<file path="src/rtl/serial_subtractor.sv">
// serial_subtractor: bit-serial LSB-first a - b, one full-subtractor step per clock,
// valid/ready on both the operand and result sides.
module serial_subtractor #(
    parameter int WIDTH = 8
) (
    input  logic             clk,
    input  logic             rst_n,
    input  logic             start_valid,
    output logic             start_ready,
    input  logic [WIDTH-1:0] a,
    input  logic [WIDTH-1:0] b,
    output logic             diff_valid,
    input  logic             diff_ready,
    output logic [WIDTH-1:0] diff,
    output logic             borrow_out,
    output logic             busy
);
    localparam int CW = $clog2(WIDTH) + 1;
    typedef enum logic [1:0] {IDLE, SHIFT, DONE} state_t;
    state_t state, state_nx;
    logic [WIDTH-1:0] a_sh, b_sh, res;
    logic [CW-1:0] cnt;
    logic borrow, d, borrow_nx, accept, last;
    always_comb begin
        d           = a_sh[0] ^ b_sh[0] ^ borrow;
        borrow_nx   = (~a_sh[0] & b_sh[0]) | (~(a_sh[0] ^ b_sh[0]) & borrow);
        start_ready = state == IDLE;
        diff_valid  = state == DONE;
        busy        = state != IDLE;
        accept      = start_ready & start_valid;
        last        = cnt == CW'(WIDTH - 1);
        state_nx    = state;
        if (accept) state_nx = SHIFT;
        else if (state == SHIFT && last) state_nx = DONE;
        else if (state == DONE && diff_ready) state_nx = IDLE;
    end
    // borrow flop doubles as borrow_out: it is final once SHIFT ends and cleared on accept
    always_ff @(posedge clk or negedge rst_n) begin
        if (!rst_n) begin
            state  <= IDLE;
            a_sh   <= '0;
            b_sh   <= '0;
            res    <= '0;
            cnt    <= '0;
            borrow <= 1'b0;
        end else begin
            state <= state_nx;
            if (accept) begin
                a_sh   <= a;
                b_sh   <= b;
                res    <= '0;
                cnt    <= '0;
                borrow <= 1'b0;
            end else if (state == SHIFT) begin
                a_sh   <= a_sh >> 1;
                b_sh   <= b_sh >> 1;
                res    <= {d, res[WIDTH-1:1]};
                cnt    <= cnt + 1'b1;
                borrow <= borrow_nx;
            end
        end
    end
    assign diff       = res;
    assign borrow_out = borrow;
endmodule
</file>
<file path="config.mk">
export PLATFORM = sky130hd
export DESIGN_NAME = serial_subtractor
export DESIGN_NICKNAME = d
export VERILOG_FILES = /design/src/rtl/serial_subtractor.sv
export SDC_FILE = /design/constraint.sdc
export NUM_CORES = 1
export LEC_CHECK = 0
export BUFFER_PORTS_ARGS = -buffer_cell sky130_fd_sc_hd__buf_4
export CORE_ASPECT_RATIO = 0.75
export CORE_UTILIZATION = 30
export DETAILED_ROUTE_END_ITERATION = 16
export PLACE_DENSITY = 0.5
export SLEW_MARGIN = 20
export SYNTH_ARGS = -nofsm -noshare
export SYNTH_HDL_FRONTEND = slang
export SYNTH_SLANG_ARGS = --single-unit
export TNS_END_PERCENT = 1
</file>
<file path="constraint.sdc">
create_clock -name clk -period 3.7 [get_ports clk]
set_clock_uncertainty 0.1 [all_clocks]
set_input_delay 0 -clock clk [delete_from_list [all_inputs] [get_ports clk]]
set_output_delay 0 -clock clk [all_outputs]
set_load 0.02 [all_outputs]
</file>
==> results of run 1 <==
==> kinds of logic after synthesis <==
group	Yosys count	synth area share, %
multiplexers	1	0.7118
AND/OR/NAND/NOR	83	24.91
adder cells (fa/ha/maj)	2	2.313
AO/OA/AOI/OAI	24	10.59
buffers and inverters	13	6.316
flip-flops	31	55.16
==> sequential cells by signal (all words and copies together) (netlist names) <==
signal      cells
a_sh            8
b_sh            8
borrow_out      1
cnt             4
diff            8
state           2
==> how the worst min path moves through the flow <==
| stage | from | to | slack (ns) | depth (start not counted) |
|---|---|---|---|---|
| 2_1_floorplan | rst_n | a_sh[0] | -0.40 | 0 |
| 3_3_place_gp | rst_n | a_sh[6] | -0.15 | 1 |
| 3_5_place_dp | rst_n | a_sh[5] | -0.14 | 1 |
| 4_1_cts | rst_n | a_sh[6] | 0.11 | 2 |
| 5_1_grt | rst_n | a_sh[6] | 0.12 | 2 |
| 6_report | rst_n | a_sh[6] | 0.09 | 2 |
==> metrics by stage <==
stage | util [%] | power (uW) | hold slack (ns)
global route | 43.05 | 1384 | 0.1248
global placement | 36.51 | 961.1 | -0.1471
finish | 43.05 | 1282 | 0.09324
CTS | 43.05 | 1297 | 0.1126
detailed placement | 36.51 | 978.8 | -0.1397
floorplan | - | 828.3 | -0.3956
==> routing by layer <==
metal / share of wire (%) / global-route usage, %
met1: 50 / 18.73
met2: 45 / 22.81
met4: 0 / 3.571
met3: 4.7 / 4.148
met5: 0 / 0
==> final cells by class <==
class | instances | area share, %
Sequential cell | 31 | 40.10
Inverter | 3 | 0.5821
Clock inverter | 1 | 0.3881
Timing Repair Buffer | 51 | 22.25
Clock buffer | 7 | 4.981
Tap cell | 57 | 3.687
Multi-Input combinational cell | 110 | 28.01
==> worst max-delay path, cell delays in order (launching register included) <==
cell	delay [ns]
dfrtp_1	0.44
nand2b_1	0.80
o21ai_0	0.16
o21ba_2	0.23
==> where the power goes <==
part | internal (uW) | total (uW) | switching (uW)
Combinational | 187 | 426 | 238
Clock | 169 | 296 | 126
Sequential | 466 | 561 | 94.2
==> cells in the final DEF (no fill, tap or decap), drive strengths merged <==
master and count:
nor3b 1, nand2b 1, nor2b 1, dfrtp 31, clkinvlp 1, clkbuf 7, nand4 1, o21ba 1
ha 1, or3b 1, o21ai 5, fa 1, inv 3, a22oi 3, dlygate4sd3 19, a31oi 11
mux2i 1, buf 32, nor2 12, nand3 12, a21oi 3, or2 1, nand2 52, and3b 1
o21bai 1
==> timing repair <==
item,CTS,global route
hold endpoints to repair,49,0
resized for setup,0,0
hold buffers,19,0
==> impl_metrics.env, run 1 <==
export IMPL_fillers=444
export IMPL_cts_buffers=5
export IMPL_finalHoldViolCount=0
export IMPL_cts_sinks=31
export IMPL_final_cell_area_sq_um=1934
export IMPL_crit_type="reg2reg"
export IMPL_ir_drop_mv=0.3745
export IMPL_io_pin_count=32
export IMPL_synthCells=154
export IMPL_ant_nets=0
export IMPL_synth_top_area_share_pct=55.16
export IMPL_htreeDepth=2
export IMPL_wl_per_cell_microns=12.13
export IMPL_reg2reg_to="cnt[2]"
export IMPL_die_h_microns=61.30
export IMPL_drv_cap=0
export IMPL_cp_max_fo=26
export IMPL_drive_above_1_share_pct=21.18
export IMPL_critPathCaptureType="flop"
export IMPL_period_minus_slack_ns=1.845
export IMPL_grt_pass1_vias=1107
export IMPL_synth_main_ff_cell="dfrtp_1"
export IMPL_yosysMostFrequentCell="nand2_1"
export IMPL_place_area_sq_um=1640
export IMPL_netlist_area_sq_um=1406
export IMPL_port_buffers=31
export IMPL_dp_hpwl_microns=1941
export IMPL_ff_latch_area_sq_um=775.7
export IMPL_status="finished clean"
export IMPL_clock_fmax_mhz=542.1
export IMPL_finalSetupViolCount=0
export IMPL_start_util_pct=31.30
export IMPL_rsz0062_at_grt="no"
export IMPL_cp_endpoint="cnt[2]"
export IMPL_hold_class="in2async"
export IMPL_power_leakage_uw=0.0009620
export IMPL_tightest_slew_ns=0.9947
export IMPL_antenna_found_initial=0
export IMPL_drt_iter0_markers=39
export IMPL_rr_worst_depth=3
export IMPL_dp_cells=233
export IMPL_cts_tree="yes"
export IMPL_dieArea_sq_um=4969
export IMPL_nNetsFinal=224
export IMPL_dieWidth_microns=81.06
export IMPL_startpoint="state[1]"
export IMPL_p_per_area_nw_per_um2=662.5
export IMPL_clock_latency_ns=0.27
export IMPL_syn_num_nets=176
export IMPL_multiInputGateArea_sq_um=541.8
export IMPL_grt_max_degree=36
export IMPL_rrSetupSlack_ns=1.86
export IMPL_vias=1167
export IMPL_cts_setup_buffers=0
export IMPL_setup_tns_ns=0
export IMPL_gr_total_overflow=0
export IMPL_synth_cell_types=25
export IMPL_cts_root_buf="clkbuf_8"
export IMPL_dp_slack_ns=1.782
export IMPL_cp_arrival_ns=1.91
export IMPL_antenna_cells=0
export IMPL_drc=0
export IMPL_cp_required_ns=3.77
export IMPL_clk_path_buf_depth=2
export IMPL_ys_top_cells_by_count="52 x nand2_1, 31 x dfrtp_1, 12 x nand3_1, 12 x nor2_1, 11 x a31oi_1"
export IMPL_yosys_area_top_type="dfrtp_1"
export IMPL_crit_path_start_kind="flop"
export IMPL_async_reset_ff_share_pct=100.0
export IMPL_reg2reg_from="state[1]"
export IMPL_row_count=21
export IMPL_syn_to_final_growth_pct=37.54
export IMPL_core_sq_um=4493
export IMPL_synth_edf_count=0
export IMPL_ys_warn_count=0
export IMPL_slew_violations=0
export IMPL_avgSynthCellArea_sq_um=9.132
export IMPL_synth_area_top_cells="dfrtp_1 55%, nand2_1 14%, a31oi_1 4.9%"
export IMPL_dr_pass1_iters=4
export IMPL_ys_seq_area_share_pct=55.16
export IMPL_via_per_inst=4.488
export IMPL_fin_ws_ns=1.855
export IMPL_drt_total_wl_microns=3154
export IMPL_relSlewSlack_pct=33.69
export IMPL_grt_pass1_wl_microns=5030
export IMPL_clk_pin_slew_ns=0.07
export IMPL_place_congestion=0.7157
export IMPL_track_usage_pct=14.09
export IMPL_final_cells=260
export IMPL_ys_seq_elements=31
export IMPL_period_share_pct=49.85
Note: power is estimated with default switching activity, not from simulation.
==> run 2, diff against run 1 <==
Clock period 3.7 ns to 1.9 ns, I/O delays scaled along.
==> run 2 against run 1 <==
Register-to-register slack worse by 1.5 ns; clock power grew 90%; utilization increased by 0.58 points; hold slack worse by 0.0029 ns; routed wire length fell by 0.44%.
==> impl_metrics.env, run 2 (same netlist as run 1, synthesis figures left out) <==
export IMPL_wl_met2_microns=1313
export IMPL_p_per_area_nw_per_um2=1276
export IMPL_period_share_pct=79.76
export IMPL_drive_above_1_share_pct=21.74
export IMPL_core_sq_um=4493
export IMPL_clk_path_buf_depth=2
export IMPL_slew_violations=0
export IMPL_drc=0
export IMPL_cts_hold_buf=19
export IMPL_wl_met3_microns=147
export IMPL_relSlewSlack_pct=73.37
export IMPL_grt_pass1_wl_microns=5147
export IMPL_drv_cap=0
export IMPL_dp_slack_ns=0.3824
export IMPL_power_leakage_uw=0.0009824
export IMPL_cp_arrival_ns=1.55
export IMPL_critPathCaptureType="flop"
export IMPL_crit_chain="or3b_1 > buf_4 > nor2_1 > a31oi_1"
export IMPL_cts_buffers=5
export IMPL_layout_commonest_cell="nand2_1"
export IMPL_io_pin_count=32
export IMPL_grt_max_degree=36
export IMPL_cts_resized=0
export IMPL_grt_pass1_vias=1120
export IMPL_port_buffers=31
export IMPL_layout_common_cells="52 x nand2_1, 36 x buf_4, 31 x dfrtp_1, 19 x dlygate4sd3_1"
export IMPL_cts_root_buf="clkbuf_8"
export IMPL_antenna_cells=0
export IMPL_rsz0062_at_grt="no"
export IMPL_startpoint="state[0]"
export IMPL_die_h_microns=61.30
export IMPL_top_layer="met4"
export IMPL_critPathTopFamily="simple AND/OR/NAND/NOR gates"
export IMPL_ir_drop_mv=0.7110
export IMPL_setup_tns_ns=0
export IMPL_period_minus_slack_ns=1.515
export IMPL_tightest_slew_ns=0.3994
export IMPL_place_area_sq_um=1670
export IMPL_nNetsFinal=228
export IMPL_syn_to_final_growth_pct=39.41
export IMPL_crit_path_start_kind="flop"
export IMPL_ant_nets=0
export IMPL_wl_per_cell_microns=11.89
export IMPL_crit_type="reg2reg"
export IMPL_total_power_uw=2502
export IMPL_fin_util_pct=43.64
export IMPL_place_congestion=0.7039
export IMPL_vias=1221
export IMPL_crit_slowest_cell="dfrtp_1"
export IMPL_max_stage_delay_ns=0.45
export IMPL_cts_tree="yes"
export IMPL_clock_fmax_mhz=659.9
export IMPL_multiInputGateArea_sq_um=541.8
export IMPL_finalSetupViolCount=0
export IMPL_clock_latency_ns=0.28
export IMPL_fillers=467
export IMPL_dieArea_sq_um=4969
export IMPL_final_cell_area_sq_um=1961
export IMPL_cp_required_ns=1.94
export IMPL_drt_total_wl_microns=3140
export IMPL_gr_total_overflow=0
export IMPL_ff_latch_area_sq_um=775.7
export IMPL_reg2reg_from="state[0]"
export IMPL_cts_setup_buffers=0
export IMPL_via_per_inst=4.625
export IMPL_start_util_pct=31.30
export IMPL_cp_max_fo=35
export IMPL_cts_sinks=31
export IMPL_hold_class="in2async"
export IMPL_row_count=21
export IMPL_status="finished clean"
export IMPL_finalHoldViolCount=0
export IMPL_dieWidth_microns=81.06
export IMPL_htreeDepth=2
export IMPL_dp_hpwl_microns=2013
export IMPL_critPathBufInv=1
export IMPL_clk_pin_slew_ns=0.06
export IMPL_wl_met1_microns=1632
export IMPL_antenna_found_initial=0
export IMPL_fin_ws_ns=0.3846
export IMPL_track_usage_pct=14.30
export IMPL_drt_iter0_markers=74
export IMPL_dr_pass1_iters=4
-- run 2: cell types whose count changed in the layout (fill, tap and decap cells not counted) --
cell,before,now
clkbuf_1,0,1
or3b_2,1,0
or3b_1,0,1
clkinvlp_4,1,0
buf_4,32,36
-- run 2: through the flow --
| stage | hold WS [ns] | std cells |
|---|---|---|
| 2_1_floorplan | -0.3956 | 154 |
| 3_3_place_gp | -0.1455 | 237 |
| 3_5_place_dp | -0.1361 | 237 |
| 4_1_cts | 0.1103 | 264 |
| 5_1_grt | 0.1347 | 264 |
| 6_report | 0.09030 | 264 |
-- run 2: per-layer routing --
| metal | global-route usage, % | vias up |
|---|---|---|
| met2 | 21.73 | 25 |
| met4 | 5.357 | 0 |
| li1 | - | 611 |
| met3 | 4.444 | 7 |
| met1 | 19.33 | 578 |
| met5 | 0 | - |
-- run 2: where the power goes --
group	total, uW	internal, uW	leakage, uW	switching (uW)
clock network	563	330	0.0000515	233
registers	1090	909	0.000400	182
logic	849	384	0.000530	465
-- run 2: final timing paths --
| kind | end | slack, ns | cells past startpoint |
|---|---|---|---|
| worst max-delay path | a_sh[4] | 0.38 | 4 |
| worst min-delay path | a_sh[6] | 0.09 | 2 |
| worst max register to register | a_sh[4] | 0.38 | 4 |
| worst min register to register | cnt[3] | 0.37 | 1 |
| max in group asynchronous | diff[0] | 1.32 | 2 |
| min in group clk | state[1] | 0.34 | 3 |
-- run 2: area by class of cell --
| type | instances | area share [%] |
|---|---|---|
| multi-input cells | 110 | 27.63 |
| repair buffers | 55 | 23.48 |
| well taps | 57 | 3.638 |
| inverters | 3 | 0.5743 |
| clock buffers | 8 | 5.105 |
| flip-flops and latches | 31 | 39.57 |
-- run 2: worst reg2reg max path: cells and delay by family (launching register included) --
kind / cells / cell delay, ns
compound gates: 1 / 0.06
flops: 1 / 0.45
buf+inv: 1 / 0.25
simple gates: 2 / 0.52
==> run 3, diff against run 2 <==
Settings changed: ABC_AREA set to 1.
Clock period 1.9 ns to 1.4 ns, I/O delays scaled along.
==> run 3 against run 2 <==
The run now ends with DRC left; combinational power is 87% lower; hold slack got worse by 0.0036 ns; sequential power shrank 18%; first-iteration DRC count decreased by 6.8%; non-clock buffer count increased by 6; sequential cell count unchanged; critical path type is now reg2out; largest cell class unchanged; highest routed layer unchanged.
==> impl_metrics.env, run 3 <==
export IMPL_avgSynthCellArea_sq_um=8.203
export IMPL_dp_hpwl_microns=2408
export IMPL_clk_pin_slew_ns=0.07
export IMPL_io_pin_count=32
export IMPL_antenna_found_initial=0
export IMPL_grt_pass1_wl_microns=6410
export IMPL_cp_required_ns=1.30
export IMPL_clock_latency_ns=0.28
export IMPL_htreeDepth=2
export IMPL_hold_class="in2async"
export IMPL_grt_pass1_vias=1329
export IMPL_wl_per_cell_microns=11.88
export IMPL_crit_type="reg2out"
export IMPL_status="complete, but fails checks"
export IMPL_ant_nets=0
export IMPL_start_util_pct=31.31
export IMPL_antenna_cells=0
export IMPL_grt_max_degree=32
export IMPL_dp_cells=277
export IMPL_drv_cap=0
export IMPL_finalHoldViolCount=0
export IMPL_async_reset_ff_share_pct=100.0
export IMPL_dr_pass1_iters=10
export IMPL_ys_warn_count=0
export IMPL_yosysMostFrequentCell="nand2_1"
export IMPL_violations="DRC"
export IMPL_cts_root_buf="clkbuf_8"
export IMPL_synth_top_area_share_pct=50.57
export IMPL_gr_total_overflow=0
export IMPL_via_per_inst=4.423
export IMPL_yosys_area_top_type="dfrtp_1"
export IMPL_ys_seq_area_share_pct=50.57
export IMPL_ys_seq_elements=31
export IMPL_drc=2
export IMPL_nNetsFinal=266
export IMPL_dp_slack_ns=0.08680
export IMPL_syn_to_final_growth_pct=41.76
export IMPL_clk_path_buf_depth=2
export IMPL_cp_max_fo=9
export IMPL_synth_main_ff_cell="dfrtp_1"
export IMPL_drive_above_1_share_pct=22.86
export IMPL_die_h_microns=63.93
export IMPL_drt_iter0_markers=69
export IMPL_dieArea_sq_um=5406
export IMPL_synthCells=187
export IMPL_row_count=22
export IMPL_layout_common_cells="85 x nand2_1, 37 x buf_4, 30 x dfrtp_1, 20 x nand3_1, 19 x dlygate4sd3_1"
export IMPL_core_sq_um=4900
export IMPL_p_per_area_nw_per_um2=822.1
export IMPL_finalSetupViolCount=0
export IMPL_synth_cell_types=19
export IMPL_final_cells=305
export IMPL_ys_top_cells_by_count="85 x nand2_1, 31 x dfrtp_1, 20 x nand3_1"
export IMPL_power_leakage_uw=0.001082
export IMPL_drt_total_wl_microns=3624
export IMPL_critPathCaptureType="output pin"
export IMPL_synth_area_top_cells="dfrtp_1 51%, nand2_1 21%, nand3_1 6.5%"
export IMPL_crit_path_start_kind="flop"
export IMPL_place_congestion=0.7311
export IMPL_dieWidth_microns=84.57
export IMPL_ir_drop_mv=0.4341
export IMPL_period_share_pct=96.53
export IMPL_slew_violations=0
export IMPL_cp_arrival_ns=1.25
export IMPL_track_usage_pct=15.34
export IMPL_relSlewSlack_pct=73.38
export IMPL_port_buffers=31
export IMPL_clock_fmax_mhz=740.0
export IMPL_rsz0062_at_grt="yes"
export IMPL_fin_ws_ns=0.04857
export IMPL_vias=1349
export IMPL_period_minus_slack_ns=1.351
export IMPL_cts_sinks=31
export IMPL_tightest_slew_ns=0.3992
export IMPL_syn_num_nets=209
export IMPL_layout_commonest_cell="nand2_1"
export IMPL_cts_tree="yes"
export IMPL_cts_buffers=5
export IMPL_netlist_area_sq_um=1534
export IMPL_fillers=520
export IMPL_synth_edf_count=0
-- run 3: power by group --
part | total (uW) | switching [uW] | internal, uW
Clock | 780 | 331 | 448
Sequential | 896 | 0 | 896
Combinational | 112 | 40.4 | 72.0
Total | 1790 | 372 | 1420
-- run 3: path summary, 6_finish.rpt --
path | start | to | slack (ns) | cells after the start
max | state[0] | diff_valid | 0.05 | 4
min | rst_n | cnt[3] | 0.09 | 2
max reg2reg | state[0] | cnt[2] | 0.06 | 6
min reg2reg | b_sh[7] | b_sh[7] | 0.38 | 2
max in group asynchronous | rst_n | state[0] | 0.80 | 2
min in group clk | b_sh[7] | b_sh[7] | 0.38 | 2
-- run 3: cell families after synthesis --
kind of cell / after synthesis / share of synthesized area (%)
simple gates: 122 / 34.67
flops: 31 / 50.57
buf+inv: 21 / 8.320
compound gates: 11 / 4.323
fa+ha+maj: 2 / 2.121
-- run 3: area by class of cell --
type / count / area, sq um / share of cell area, %
Multi-Input combinational cell: 135 / 643.1 / 29.57
Clock buffer: 8 / 100.1 / 4.603
Tap cell: 60 / 75.07 / 3.452
Sequential cell: 31 / 777.0 / 35.73
Inverter: 10 / 37.54 / 1.726
Timing Repair Buffer: 61 / 541.8 / 24.91
-- run 3: timing repair --
item	CTS	global route
endpoints found under the hold margin	48	0
resized for setup	2	5
pin swaps	0	0
hold buffers	19	0
setup endpoints to repair	2	5
setup buffers	1	0
-- run 3: through the flow --
stage / setup TNS [ns] / total power (uW) / instance area (sq um) / utilization (%) / hold WS (ns)
final: 0 / 1788 / 2175 / 44.38 / 0.08667
after global routing: -0.02743 / 1876 / 2175 / 44.38 / 0.1488
after CTS: 0 / 1819 / 2153 / 43.95 / 0.1105
after detailed placement: 0 / 985.3 / 1852 / 37.79 / -0.1346
after global placement: 0 / 985.5 / 1852 / 37.79 / -0.1330
after floorplan: 0 / 925.6 / 1534 / - / -0.3956
-- run 3: layer usage --
layer  track usage, %  wire [microns]  up-vias
met5                0               0        -
met4            5.085              44        0
met3            3.876             126        6
met2            22.05            1511       20
met1            22.36            1941      622
li1                 -               -      701
-- run 3: critical path, stage by stage, from the launching register on --
cell and delay (ns):
dfrtp_2 0.44, buf_4 0.17, buf_6 0.14, nor2_4 0.10, buf_6 0.12
